File: src/rtl/alu_pkg.sv
// Shared ALU definitions: opcodes, condition codes, NZCV bit positions and
// the sequencer state encoding.
package alu_pkg;

  localparam logic [3:0] OP_ADD = 4'b0000;
  localparam logic [3:0] OP_CMP = 4'b1000;
  localparam logic [3:0] OP_NOP = 4'b1111;

  localparam logic [3:0] COND_EQ = 4'b0000;
  localparam logic [3:0] COND_NE = 4'b0001;
  localparam logic [3:0] COND_CS = 4'b0010;
  localparam logic [3:0] COND_CC = 4'b0011;
  localparam logic [3:0] COND_MI = 4'b0100;
  localparam logic [3:0] COND_PL = 4'b0101;
  localparam logic [3:0] COND_VS = 4'b0110;
  localparam logic [3:0] COND_VC = 4'b0111;
  localparam logic [3:0] COND_HI = 4'b1000;
  localparam logic [3:0] COND_LS = 4'b1001;
  localparam logic [3:0] COND_GE = 4'b1010;
  localparam logic [3:0] COND_LT = 4'b1011;
  localparam logic [3:0] COND_GT = 4'b1100;
  localparam logic [3:0] COND_LE = 4'b1101;
  localparam logic [3:0] COND_AL = 4'b1110;
  localparam logic [3:0] COND_NV = 4'b1111;

  localparam int FLAG_N = 3;
  localparam int FLAG_Z = 2;
  localparam int FLAG_C = 1;
  localparam int FLAG_V = 0;

  typedef enum logic [1:0] {
    ST_IDLE = 2'd0,
    ST_WAIT = 2'd1,
    ST_RESP = 2'd2
  } state_t;

endpackage

File: src/rtl/cond_eval.sv
// Combinational condition-code check against NZCV; shared with the branch unit.
module cond_eval
  import alu_pkg::*;
(
  input  logic [3:0] cond,
  input  logic [3:0] flags,
  output logic       pass
);

  logic n, z, c, v;

  assign n = flags[FLAG_N];
  assign z = flags[FLAG_Z];
  assign c = flags[FLAG_C];
  assign v = flags[FLAG_V];

  always_comb begin
    pass = 1'b0;
    case (cond)
      COND_EQ: pass = z;
      COND_NE: pass = !z;
      COND_CS: pass = c;
      COND_CC: pass = !c;
      COND_MI: pass = n;
      COND_PL: pass = !n;
      COND_VS: pass = v;
      COND_VC: pass = !v;
      COND_HI: pass = c && !z;
      COND_LS: pass = !c || z;
      COND_GE: pass = (n == v);
      COND_LT: pass = (n != v);
      COND_GT: pass = !z && (n == v);
      COND_LE: pass = z || (n != v);
      COND_AL: pass = 1'b1;
      COND_NV: pass = 1'b0;
      default: pass = 1'b0;
    endcase
  end

endmodule

File: src/rtl/alu_cond_sequencer.sv
// Issues one conditional instruction at a time to the shared ALU, waits for
// completion or timeout, commits NZCV and presents the result to writeback.
module alu_cond_sequencer
  import alu_pkg::*;
#(
  parameter int TIMEOUT = 16,
  parameter int CNT_W   = 5
) (
  input  logic        clk,
  input  logic        rst_n,
  input  logic        in_valid,
  output logic        in_ready,
  input  logic [3:0]  in_opcode,
  input  logic [3:0]  in_cond,
  input  logic        in_s_bit,
  input  logic [31:0] in_a,
  input  logic [31:0] in_b,
  output logic        alu_start,
  output logic [3:0]  alu_opcode,
  output logic [31:0] alu_a,
  output logic [31:0] alu_b,
  input  logic        alu_done,
  input  logic [31:0] alu_result,
  input  logic        alu_carry,
  input  logic        alu_ovf,
  output logic        out_valid,
  input  logic        out_ready,
  output logic [31:0] out_result,
  output logic        out_wr_en,
  output logic        out_err,
  output logic [3:0]  flags
);

  localparam logic [CNT_W-1:0] CNT_LAST = CNT_W'(TIMEOUT - 1);

  state_t           state;
  logic [CNT_W-1:0] cnt;
  logic             s_bit;
  logic             cond_pass;

  cond_eval u_cond_eval (
    .cond  (in_cond),
    .flags (flags),
    .pass  (cond_pass)
  );

  // CMP always sets all four flags; ADD only with S; other ops clear C/V with S.
  function automatic logic [3:0] next_flags(
    input logic [3:0]  op,
    input logic        s,
    input logic [31:0] res,
    input logic        carry,
    input logic        ovf,
    input logic [3:0]  cur
  );
    logic [1:0] nz;
    nz = {res[31], (res == 32'd0)};
    if (op == OP_CMP || (s && op == OP_ADD)) return {nz, carry, ovf};
    else if (s)                              return {nz, 2'b00};
    else                                     return cur;
  endfunction

  always_ff @(posedge clk) begin
    if (!rst_n) begin
      state      <= ST_IDLE;
      flags      <= 4'b0000;
      in_ready   <= 1'b1;
      alu_start  <= 1'b0;
      alu_opcode <= OP_NOP;
      alu_a      <= '0;
      alu_b      <= '0;
      out_valid  <= 1'b0;
      out_wr_en  <= 1'b0;
      out_err    <= 1'b0;
      out_result <= '0;
      cnt        <= '0;
      s_bit      <= 1'b0;
    end else begin
      alu_start <= 1'b0;
      case (state)
        ST_IDLE: begin
          if (in_valid) begin
            alu_opcode <= in_opcode;
            alu_a      <= in_a;
            alu_b      <= in_b;
            s_bit      <= in_s_bit;
            in_ready   <= 1'b0;
            cnt        <= '0;
            if (!cond_pass || in_opcode == OP_NOP) begin
              state      <= ST_RESP;
              out_valid  <= 1'b1;
              out_wr_en  <= 1'b0;
              out_err    <= 1'b0;
              out_result <= '0;
            end else begin
              state     <= ST_WAIT;
              alu_start <= 1'b1;
            end
          end
        end
        ST_WAIT: begin
          // Completion takes priority over a timeout landing on the same edge.
          if (alu_done) begin
            out_result <= alu_result;
            flags      <= next_flags(alu_opcode, s_bit, alu_result,
                                     alu_carry, alu_ovf, flags);
            out_wr_en  <= (alu_opcode != OP_CMP);
            out_err    <= 1'b0;
            out_valid  <= 1'b1;
            state      <= ST_RESP;
          end else if (cnt == CNT_LAST) begin
            out_err   <= 1'b1;
            out_wr_en <= 1'b0;
            out_valid <= 1'b1;
            state     <= ST_RESP;
          end else begin
            cnt <= cnt + 1'b1;
          end
        end
        ST_RESP: begin
          if (out_ready) begin
            out_valid <= 1'b0;
            out_err   <= 1'b0;
            in_ready  <= 1'b1;
            state     <= ST_IDLE;
          end
        end
        default: state <= ST_IDLE;
      endcase
    end
  end

endmodule

File: config.mk
export PLATFORM = sky130hd
export DESIGN_NAME = alu_cond_sequencer
export DESIGN_NICKNAME = d
export VERILOG_FILES = /design/src/rtl/alu_pkg.sv /design/src/rtl/cond_eval.sv /design/src/rtl/alu_cond_sequencer.sv
export SDC_FILE = /design/constraint.sdc
export NUM_CORES = 1
export LEC_CHECK = 0
export CAP_MARGIN = 20
export CORE_MARGIN = 5
export CORE_UTILIZATION = 47
export CTS_BUF_LIST = sky130_fd_sc_hd__clkbuf_4 sky130_fd_sc_hd__clkbuf_8
export CTS_CLUSTER_DIAMETER = 60
export DETAILED_ROUTE_END_ITERATION = 7
export GPL_ROUTABILITY_DRIVEN = 0
export HOLD_SLACK_MARGIN = 0.08
export PLACE_DENSITY = 0.88
export SYNTH_ARGS = -nofsm -noshare
export SYNTH_HDL_FRONTEND = slang
export SYNTH_SLANG_ARGS = --single-unit
File: constraint.sdc
create_clock -name clk -period 5.71 [get_ports clk]
set_clock_uncertainty 0.2 [all_clocks]
set_input_delay 0.571 -clock clk [delete_from_list [all_inputs] [get_ports clk]]
set_output_delay 0.571 -clock clk [all_outputs]
set_load 0.1 [all_outputs]
# After elaboration in Yosys (flattened, before gate mapping)
# Cells that the tools add are included.
# totals
output_inout_bits	109
ff_bits	117
input_bits	112
wordCells	107
# classes
n_addsub	1
eq_ne	30
reduce_logical	29
muxes	34
# ops
operator	count
32-bit two-way mux	3
32-bit one-hot mux with 2 select lines	1
4-bit == test, second input constant	10
32-bit logical NOT	1
4-bit by 3-bit == test with 1-bit output, second input constant	4
1-bit one-hot mux with 16 select lines	1
5-bit two-way mux	3
1-bit two-way mux	13
2-bit != test, second input constant	6
3-bit AND reduction	4
4-bit AND reduction	3
2-bit two-way mux	5
5-bit one-hot mux with 2 select lines	1
4-bit by 2-bit == test with 1-bit output, second input constant	2
4-bit logical NOT	2
4-bit two-way mux	2
1-bit one-hot mux with 3 select lines	2
2-bit one-hot mux with 3 select lines	1
2-bit nonzero test	3
5-bit by 1-bit adder with 5-bit output, second input constant	1
5-bit by 4-bit == test with 1-bit output, second input constant	1
1-bit logical NOT	5
5-bit AND reduction	1
4-bit by 1-bit == test with 1-bit output, second input constant	1
other kinds (12)	18

# Longest topological paths before layout
# Gate-level depths: netlist (run 1).
# depth
ltp_word	8
mapped_depth	9
mapped_depth_nobuf	8

# Hierarchy
# From an unflattened synthesis (run 1), not the netlist that was laid out.
# hier_totals
hier_cells	575
hier_area_um2	5182.5
# modules_own_cells
mod	seq_area_each_um2	cells_each	area_per_inst_um2	instances
alu_cond_sequencer	2342.2	552	5027.3	1
cond_eval	0.0	23	155.1	1

# Worst setup path before layout (run 1)
# OpenSTA, ideal clock, no wires.
# synth_timing
kind	register -> register
startpoint	register flags[3]
endpoint	register out_result[21]
setup_time_ns	0.122
t_required_ns	5.388
setup_slack_ns	3.005
synth_period_minus_slack_ns	2.705
path_buffers	1
stages_incl_launch_ff	7
t_arrival_ns	2.383
path_cell_list	dfxtp_1 -> mux2i_1 -> mux2_4 -> nor4b_4 -> a21oi_2 -> buf_6 -> a221o_1
# synth_between
elab_chain_len	7
elab_cells_between_ends	10
classes_between	eq/ne: 3; mux: 1; reduce/logical: 6
# synth_rtl
item	line_no	source
start, declared	alu_cond_sequencer.sv:31	output logic [3:0] flags
start signal, assigned	alu_cond_sequencer.sv:105	flags <= next_flags(alu_opcode, s_bit, alu_result,
1-bit != test / 1-bit == test (equally long branches)	n/a	
1-bit logical OR / 1-bit logical AND (equally long branches)	cond_eval.sv:33, cond_eval.sv:32	
1-bit one-hot mux with 16 select lines (*)	cond_eval.sv:19	case (cond)
1-bit logical NOT (*)	alu_cond_sequencer.sv:89	if (!cond_pass || in_opcode == OP_NOP) begin
1-bit logical OR (*)	alu_cond_sequencer.sv:89	
2-bit != test (no line) (*)	n/a	
4-bit AND reduction (no line) (*)	n/a	
end signal, assigned	alu_cond_sequencer.sv:104	out_result <= alu_result;
end, declared	alu_cond_sequencer.sv:28	output logic [31:0] out_result,
# Every way passes the cells marked *; elsewhere a longest branch is shown, timed or not.
# A chain may end at the register's enable or synchronous reset.

# Final worst setup path (run 1)
# layout_timing
startpoint	register state[0]
endpoint	register out_valid
# layout_between
elab_chain_len	3
elab_cells_between_ends	10
classes_between	eq/ne: 6; mux: 1; reduce/logical: 3
# layout_rtl
item	line_no	source
start, declared	alu_cond_sequencer.sv:36	state_t state;
start signal, assigned	alu_cond_sequencer.sv:65	state <= ST_IDLE;
start signal, assigned	alu_cond_sequencer.sv:90	state <= ST_RESP;
start signal, assigned	alu_cond_sequencer.sv:96	state <= ST_WAIT;
2-bit by 1-bit == test with 1-bit output, or another cell as far along	alu_cond_sequencer.sv:80	case (state)
3-bit != test (no line), or another cell as far along	n/a	
5-bit AND reduction (no line)	n/a	
end signal, assigned	alu_cond_sequencer.sv:72	out_valid <= 1'b0;
end signal, assigned	alu_cond_sequencer.sv:91	out_valid <= 1'b1;
end signal, assigned	alu_cond_sequencer.sv:109	out_valid <= 1'b1;
end, declared	alu_cond_sequencer.sv:26	output logic out_valid,
# Several ways; a longest one is shown, not always the timed one.

==> summary.md, run 1 <==
| Metric | Value |
|---|---|
| Routed WL | `about 17 mm` |
| Drt initial violations | `about 420` |
| H-tree depth reported by CTS | `4` |
| Largest family of logic cells by synthesized area | `simple AND/OR/NAND/NOR gates` |
| Mapped Area | `approximately 0.0051 mm²` |
| PortBufs | `220` |
| Setup TNS | `0 ns` |
| Avg Inst Size Synth | `7.88 µm²` |
| Critical Path Source | `state[0]` |
| Antenna fix cells | `0` |
| Largest net degree at the start of global routing | `74` |
| Length of the first detailed-routing pass in iterations | `7` |
| Die outline height | `114 µm` |
| P_leak | `approximately 2.8 nW` |
| HPWL after DPL | `12.1 mm` |
| Hold WC Path Type | `reg -> reg` |
| Clock Path Buffers | `2` |
| Min-delay src | `alu_b[1]` |
| Critical path required time | `5.87 ns` |
| Seq cells post-synth | `117` |
| Setup bufs post-CTS | `0` |
| Area Growth Syn to Fin | `52.7%` |
| Max-cap violations | `0` |
| Starting density of the core | `47.4%` |
| Outcome | `complete, no violations` |
| Hold buffers post-CTS | `0` |
| DRT antenna net count | `0` |
| Max-slew violation count | `0` |
| Synth Warn # | `0` |
| Multi-input logic area | `0.00252 mm²` |
| Die Wd | `around 110 µm` |
| Placed instance count | `between 900 and 1000` |
| GRT overflow | `0` |
| Min cycle time layout | `roughly 3 ns` |
| Xor/xnor cell area share of the yosys netlist | `0.516%` |
| Final Net Count | `960` |
| Maximum vdd drop | `approximately 0.00027 V` |
| TritonCTS buffer count | `17` |
| Ys async rst share | `0%` |
| Fillers | `between 800 and 900` |
| Detailed-route wire length per cell | `17.3 µm` |
| Global-route wire length before repair | `~27 mm` |
| Vias post-DR | `5594` |
| Initial antenna violation count | `0` |
| Simple-Gate Fraction of Synth Area | `between 20% and 30%` |
| I/O pins | `221` |
| Fraction of layout cells with a size suffix above 1 | `around 6.3%` |
| Synth Area in Compound Gates | `roughly a fifth` |
| Synth unique cells | `47` |
| Power per cell area | `358 mW/mm²` |
| Crit-path max FO | `73` |
| Final Hold Slack | `0.255 ns` |
| Vias/cell | `~5.6` |
| Max Fclk | `between 300 and 400 MHz` |
| Post-Synth Adder-Cell Area | `1.23%` |
| Tcrit/Tclk final | `52.6%` |
| Clk slew on worst S/H paths | `around 0.07 ns` |
| Arr. time, crit path | `roughly 3.2 ns` |
| Mux contribution to synthesized area | `2.02%` |
| Syn Inst Count | `approximately 650` |
| Most used DFF post-synth | `dfxtp_1` |
| Net count after synthesis | `763` |
| Clk sinks | `117` |
| Detailed-route DRC error count | `0` |
| Slew @ Worst Pin | `1.04 ns` |
| Tot GR Track Use | `26.1%` |
| Core Rows | `38` |
| Sequential area share after synthesis | `roughly 46%` |
| Number of synthesized flops with an enable pin | `0` |
| Vias in the first global route | `5453` |
| Register area | `0.00234 mm²` |
| Critical path type | `reg -> reg` |
| Crit start category | `flop` |
| Slew headroom | `30.4%` |
| RSZ-0062 raised after global routing | `no` |
| Root Buffer | `clkbuf_8` |
| Final setup vio count | `0` |
| Die ar. | `0.0130 mm²` |
| Post-cts resize count | `0` |
| CTS tree | `yes` |
| Crit. End Element | `flop` |
| Clk_lat worst skew | `~0.44 ns` |
| Core area | `0.0107 mm²` |
| Hold Fails Final Rpt | `0` |
| Worst r2r src | `state[0]` |
| Non-filler cells, final | `between 900 and 1000` |
-- critical path, stage by stage, from the launching register on --
cell and delay, ns:
dfxtp_1 0.32, inv_1 0.10, ha_1 0.66, and2_2 0.28
buf_4 0.55, o21ai_0 0.19, a21oi_1 0.36, mux2i_1 0.25
-- Yosys cell counts, types with 2 or more instances --
cell type,number,area [µm²]
clkbuf_1,38,143
nor4b_4,2,47.6
nor3b_1,4,30.0
nor2b_1,4,25.0
mux2i_1,4,40.0
nand2b_1,4,25.0
nand3b_1,3,22.5
nand2_1,182,683
a21oi_1,75,375
nor3_1,4,20.0
nor2_1,40,150
ha_1,5,62.6
and2_1,3,18.8
o21ai_0,37,185
nand3_1,39,195
or3_1,2,12.5
xnor2_1,2,17.5
buf_4,3,22.5
buf_1,5,18.8
a221o_1,30,300
o2111ai_1,2,17.5
buf_6,3,33.8
nor4_1,10,62.6
and3_1,2,12.5
dfxtp_1,117,2340
nand4_1,2,12.5
inv_1,3,11.3
a221o_2,2,22.5
-- state kept, by name, indices dropped and copies added, names as in the netlist, 2 cells and up --
signal,flops
alu_a,32
alu_b,32
out_result,32
cnt,5
alu_opcode,4
flags,4
state,2
-- routing by layer --
| layer | GRT usage [%] | share of wire [%] | up-vias |
|---|---|---|---|
| li1 | - | - | 2640 |
| met1 | 29.2 | 37 | 2632 |
| met2 | 43.6 | 49 | 275 |
| met3 | 10.7 | 10 | 47 |
| met4 | 11.5 | 3.3 | 0 |
| met5 | 0 | 0 | - |
-- where the power goes --
group / internal [mW] / leakage, nW / switching [mW]
clock network: 0.542 / 0.241 / 0.333
registers: 0.884 / 0.955 / 0.0412
logic: 0.258 / 1.65 / 0.728
-- final timing paths --
path	to	slack, ns	cells after the start
max	out_valid	2.70	7
min	alu_b[1]	0.26	2
max reg2reg	out_valid	2.70	7
min reg2reg	alu_b[1]	0.26	2
-- stage by stage --
step	setup WS (ns)	total power, mW	utilization [%]	area, µm²
3_3_place_gp	2.60	1.89	67.9	7300
6_report	2.70	2.79	72.3	7770
3_5_place_dp	2.56	1.92	68.0	7310
4_1_cts	2.70	2.79	72.3	7770
5_1_grt	2.47	2.89	72.3	7770
2_1_floorplan	3.01	1.64	-	5090
-- cell type report --
type | count | share of cell area, %
Clock inverter | 9 | 1.87
Tap cell | 140 | 2.25
Sequential cell | 117 | 30.1
Clock buffer | 23 | 4.07
Inverter | 4 | 0.209
Multi-Input combinational cell | 476 | 32.4
Timing Repair Buffer | 227 | 29.0
-- placed cells by master (no fill, tap or decap), types with 3 or more instances in the layout --
cell type	instances
clkdlybuf4s50_1	219
nand2_1	181
dfxtp_1	117
a21oi_1	75
nor2_1	39
nand3_1	39
o21ai_0	37
a221o_1	30
clkbuf_8	23
nor4_1	10
clkinv_2	6
buf_4	6
ha_1	5
nor3_1	4
nor3b_1	4
nor2b_1	4
mux2i_1	4
nand2b_1	4
bufinv_16	4
inv_1	3
nand3b_1	3
-- logic make-up after synthesis --
logic type / after synthesis
DFF: 117
adders and majority gates: 5
muxes: 8
AOI/OAI and AO/OA: 156
xor gates and xnor gates: 3
and+or+nand+nor: 304
buffers and inverters: 53
Note: power is estimated with default switching activity, not from simulation.
==> run 2: changes to the inputs <==
Settings changed: CORE_UTILIZATION 47 to 44, PLACE_DENSITY 0.88 to 0.83.
Clock period 5.71 ns to 2.9 ns, I/O delays scaled along.
==> summary.md, run 2 (synthesis results as in run 1) <==
| Metric | Value |
|---|---|
| Outcome | `complete, no violations` |
| Slew headroom | `52.7%` |
| P_leak | `3.09 nW` |
| Routed WL | `~17 mm` |
| Reg2Reg Capture Point | `out_result[17]` |
| Global-route wire length before repair | `around 28 mm` |
| Die outline height | `118 µm` |
| I/O pins | `221` |
| Final setup vio count | `0` |
| R2R Setup Slk | `about 0.52 ns` |
| Setup ws final | `between 0.4 and 0.5 ns` |
| Core Rows | `39` |
| Max-slew violation count | `0` |
| Detailed-route wire length per cell | `about 17 µm` |
| DP Area | `0.00715 mm²` |
| Die ar. | `0.0138 mm²` |
| Worst hold stages | `3` |
| Worst r2r path cells | `8` |
| Crit-path most repeated cell | `buf_4` |
| Detailed-route DRC error count | `0` |
| Finished Cell Area | `0.00759 mm²` |
| Vias post-DR | `between 5000 and 6000` |
| Fraction of layout cells with a size suffix above 1 | `about a fifth` |
| Final Net Count | `973` |
| Post-cts resize count | `0` |
| Initial antenna violation count | `0` |
| Slowest cell on crit path | `nor4b_4` |
| Min-delay src | `in_b[27]` |
| Switching power | `about 2.2 mW` |
| Worst r2r src | `state[1]` |
| CP Cell Sequence | `clkdlybuf4s50_1 > buf_4 > mux2i_2 > mux2i_4 > nor4b_4 > buf_6 > buf_4 > a221o_1` |
| CTS tree | `yes` |
| Vias in the first global route | `5541` |
| Arr. time, crit path | `between 2 and 3 ns` |
| DRT antenna net count | `0` |
| Internal power | `about 3.2 mW` |
| TritonCTS buffer count | `17` |
| Die Wd | `118 µm` |
| Hold Fails Final Rpt | `0` |
| Crit start category | `input port` |
| Switching share of total power | `40.7%` |
| Core area | `0.0114 mm²` |
| End of the worst hold path | `alu_b[27]` |
| Max Fclk | `411 MHz` |
| Antenna fix cells | `0` |
| Largest net degree at the start of global routing | `72` |
| Tot GR Track Use | `approximately a quarter` |
| Commonest non-fill, non-tap cells in the layout | `nand2_1 (181), buf_4 (126), dfxtp_1 (117), clkdlybuf4s50_1 (111), a21oi_1 (75)` |
| RSZ-0062 raised after global routing | `no` |
| Critical path required time | `3.07 ns` |
| Clk sinks | `between 100 and 150` |
| HPWL after DPL | `~12 mm` |
| Critical path type | `in -> reg` |
| Drt initial violations | `556` |
| Power per cell area | `about 700 mW/mm²` |
| Min cycle time layout | `2.44 ns` |
| Most common cell after layout, fill and taps aside | `nand2_1` |
| Clk pwr share | `29.8%` |
| Maximum vdd drop | `0.000481 V` |
| Max-cap violations | `0` |
| PortBufs | `220` |
| Largest regs | `alu_a: 32 flops, alu_b: 32 flops, out_result: 32 flops` |
| Max stage delay on crit path | `around 0.61 ns` |
| Total power | `5.34 mW` |
| Clk_lat worst skew | `0.43 ns` |
| Hold buffers post-CTS | `0` |
| Length of the first detailed-routing pass in iterations | `6` |
| Clk slew on worst S/H paths | `0.07 ns` |
| Slew @ Worst Pin | `between 0.7 and 0.8 ns` |
| DP Worst Slack | `-0.190 ns` |
| Clock Path Buffers | `2` |
| Crit. End Element | `flop` |
| Area Growth Syn to Fin | `49.1%` |
| GRT overflow | `0` |
| Crit-path max FO | `12` |
| Sequential Power Share | `approximately a third` |
| Setup bufs post-CTS | `0` |
| Root Buffer | `clkbuf_8` |
| Combinational power share | `approximately 36%` |
| Tcrit/Tclk final | `roughly 84%` |
| H-tree depth reported by CTS | `4` |
| Hold WC Path Type | `in -> reg` |
| Starting density of the core | `44.8%` |
| Vias/cell | `5.46` |
## run 2: changes by cell type in the layout (fill, tap and decap cells not counted), moves of 2 or more
cell	previous run	this run
buf_4	6	126
buf_12	0	2
clkbuf_8	23	21
clkdlybuf4s50_1	219	111
clkinvlp_4	0	2
## run 2: routing by layer
metal / wire length [µm] / global-route usage, % / vias to the layer above
met4: 593 / 10.8 / 0
met3: 1630 / 8.79 / 50
met1: 6790 / 28.1 / 2518
met5: 0 / 0 / -
li1: - / - / 2666
met2: 8130 / 39.7 / 291
## run 2: critical path: cells and delay by family
family | cells | cell delay [ns]
AND/OR/NAND/NOR | 1 | 0.61
AO/OA/AOI/OAI | 1 | 0.16
buffers and inverters | 4 | 1.12
multiplexers | 2 | 0.41
## run 2: power by group through the flow
stage	sequential (mW)	combinational, mW	clock, mW
2_1_floorplan	2.73	0.494	0
4_1_cts	1.82	1.92	1.61
3_5_place_dp	1.86	1.91	0
5_1_grt	1.84	2.02	1.69
6_report	1.82	1.92	1.59
3_3_place_gp	1.85	1.89	0
## run 2: layout make-up
type	count	area (µm²)
timing repair buffer	240	2110
clock inverter	9	125
multi-input combinational	476	2520
inverter	4	16.3
tap	143	179
sequential	117	2340
fill	912	3780
clock buffer	22	297
## run 2: how the worst max path moves through the flow
stage	endpoint	cells past startpoint	slack, ns	start
after floorplan	out_result[21]	6	0.20	flags[3]
after global placement	state[1]	7	-0.16	in_cond[2]
after global routing	out_result[17]	8	0.31	state[1]
after CTS	alu_start	7	0.26	in_cond[2]
final	out_result[17]	8	0.46	in_cond[2]
after detailed placement	out_result[16]	7	-0.19	in_cond[2]
## run 2: stage by stage
stage          util [%]  instances  hold WS, ns  TNS [ns]
2_1_floorplan         -        646        0.198         0
5_1_grt            66.7       1011        0.174         0
3_3_place_gp       62.9        979        0.242     -2.21
4_1_cts            66.6       1010        0.179         0
3_5_place_dp       62.9        979        0.248     -2.82
6_report           66.7       1011        0.203         0
==> run 3: changes to the inputs <==
Clock period 2.9 ns to 2.3 ns, I/O delays scaled along.
==> summary.md, run 3 (synthesis results as in run 1) <==
| Metric | Value |
|---|---|
| Finished Cell Area | `between 0.007 and 0.008 mm²` |
| Clk_lat worst skew | `0.44 ns` |
| Crit. End Element | `flop` |
| I/O pins | `about 220` |
| Detailed-route DRC error count | `0` |
| Max Fclk | `about 460 MHz` |
| Tot GR Track Use | `24.4%` |
| Largest net degree at the start of global routing | `61` |
| Die outline height | `118 µm` |
| Sequential Power Share | `32.3%` |
| Clock Path Buffers | `2` |
| DRT antenna net count | `0` |
| Top Metal Used | `met4` |
| Antenna fix cells | `0` |
| Tcrit/Tclk final | `93.9%` |
| Switching power | `2.78 mW` |
| Setup TNS | `0 ns` |
| Routed WL | `~18 mm` |
| Min cycle time layout | `roughly 2.2 ns` |
| Commonest non-fill, non-tap cells in the layout | `nand2_1 (181), buf_4 (134), dfxtp_1 (113), clkdlybuf4s50_1 (111), a21oi_1 (74)` |
| Length of the first detailed-routing pass in iterations | `5` |
| Met1 WL | `6.52 mm` |
| Drt initial violations | `672` |
| Core Rows | `39` |
| Max stage delay on crit path | `0.54 ns` |
| Vias/cell | `5.56` |
| Area Growth Syn to Fin | `53.3%` |
| Final setup vio count | `0` |
| Crit start category | `input port` |
| Worst path depth | `7` |
| Fraction of layout cells with a size suffix above 1 | `a little over a fifth` |
| Max-cap violations | `0` |
| Largest regs | `alu_a: 32 flops, alu_b: 32 flops, out_result: 32 flops` |
| Final Net Count | `about 980` |
| PortBufs | `220` |
| Die ar. | `around 0.014 mm²` |
| Critical path required time | `2.42 ns` |
| Met3 WL | `1.69 mm` |
| Core area | `0.0114 mm²` |
| Initial antenna violation count | `0` |
| WL met2 | `approximately 8.6 mm` |
| Critical path type | `in -> reg` |
| GRT overflow | `0` |
| Slew headroom | `72.5%` |
| Global-route wire length before repair | `27.8 mm` |
| Power per cell area | `913 mW/mm²` |
| Worst r2r path cells | `9` |
| Starting density of the core | `44.8%` |
| Internal power | `4.34 mW` |
| Total power | `slightly above 7 mW` |
| CTS tree | `yes` |
| Outcome | `complete, no violations` |
| CP delay by family, top | `buffers and inverters` |
| Final Hold Slack | `0.131 ns` |
| Crit-path max FO | `15` |
| DP Area | `0.00730 mm²` |
| Slowest cell on crit path | `clkdlybuf4s50_1` |
| Root Buffer | `clkbuf_8` |
| HPWL after DPL | `12.8 mm` |
| Detailed-route wire length per cell | `between 15 and 20 µm` |
| P_leak | `3.19 nW` |
| Switching share of total power | `roughly 39%` |
| Util after Layout | `68.6%` |
| Setup bufs post-CTS | `0` |
| Most common cell after layout, fill and taps aside | `nand2_1` |
| Hold WC Path Type | `in -> reg` |
| Combinational power share | `35.0%` |
| Die Wd | `118 µm` |
| H-tree depth reported by CTS | `4` |
| Max-slew violation count | `0` |
| Vias in the first global route | `5596` |
| CP Cell Sequence | `clkdlybuf4s50_1 > mux2i_1 > mux2_4 > nor4b_4 > a21oi_2 > buf_4 > a221o_1` |
| Arr. time, crit path | `2.28 ns` |
| Vias post-DR | `5691` |
| Maximum vdd drop | `0.000654 V` |
| Worst hold stages | `3` |
| Crit path buf inv count | `2` |
| Clk pwr share | `32.7%` |
| Hold Fails Final Rpt | `0` |
| TritonCTS buffer count | `17` |
| Clk slew on worst S/H paths | `roughly 0.07 ns` |
| Clk sinks | `117` |
| Slew @ Worst Pin | `roughly 0.41 ns` |
-- run 3: final cells by class --
cell class	instances	area (µm²)
clock buffer	21	277
clock inverter	11	221
fill	910	3570
inverter	4	16.3
multi-input combinational	476	2520
sequential	117	2350
tap	143	179
timing repair buffer	251	2230
-- run 3: path summary, 6_finish.rpt --
kind / from / to / slack, ns
worst max-delay path: in_cond[2] / out_result[25] / 0.14
worst min-delay path: in_b[22] / alu_b[22] / 0.13
worst max register to register: state[1] / out_err / 0.15
worst min register to register: alu_b[2] / alu_b[2] / 0.26
-- run 3: worst reg2reg max path, stage by stage, from the launching register on --
cell	delay, ns
dfxtp_1	0.37
inv_1	0.08
ha_1	0.23
buf_4	0.17
nor3b_1	0.15
buf_4	0.15
nor2_1	0.17
o21ai_0	0.16
a21oi_2	0.22
mux2i_1	0.20
-- run 3: routing by layer --
metal,global-route usage (%),vias to the layer above
met4,13.5,0
met3,8.65,50
met1,27.1,2652
met2,40.4,307
li1,-,2682
met5,0,-
-- run 3: through the flow --
| step | cells | setup WS, ns |
|---|---|---|
| final | 1023 | 0.140 |
| after global routing | 1023 | -0.0575 |
| after CTS | 1023 | 0.132 |
| after detailed placement | 991 | -0.290 |
| after global placement | 990 | -0.257 |
| after floorplan | 646 | 0.0138 |
-- run 3: power groups by stage --
| stage | Clock [mW] | Combinational, mW | Sequential, mW |
|---|---|---|---|
| after detailed placement | 0 | 2.48 | 2.34 |
| after global placement | 0 | 2.42 | 2.33 |
| after CTS | 2.38 | 2.49 | 2.30 |
| after global routing | 2.47 | 2.62 | 2.32 |
| after floorplan | 0 | 0.623 | 3.44 |
| final | 2.33 | 2.50 | 2.30 |
-- run 3: what timing repair did --
item	CTS	global route
hold buffers	0	0
resized for setup	0	1
endpoints found under the setup margin	0	1
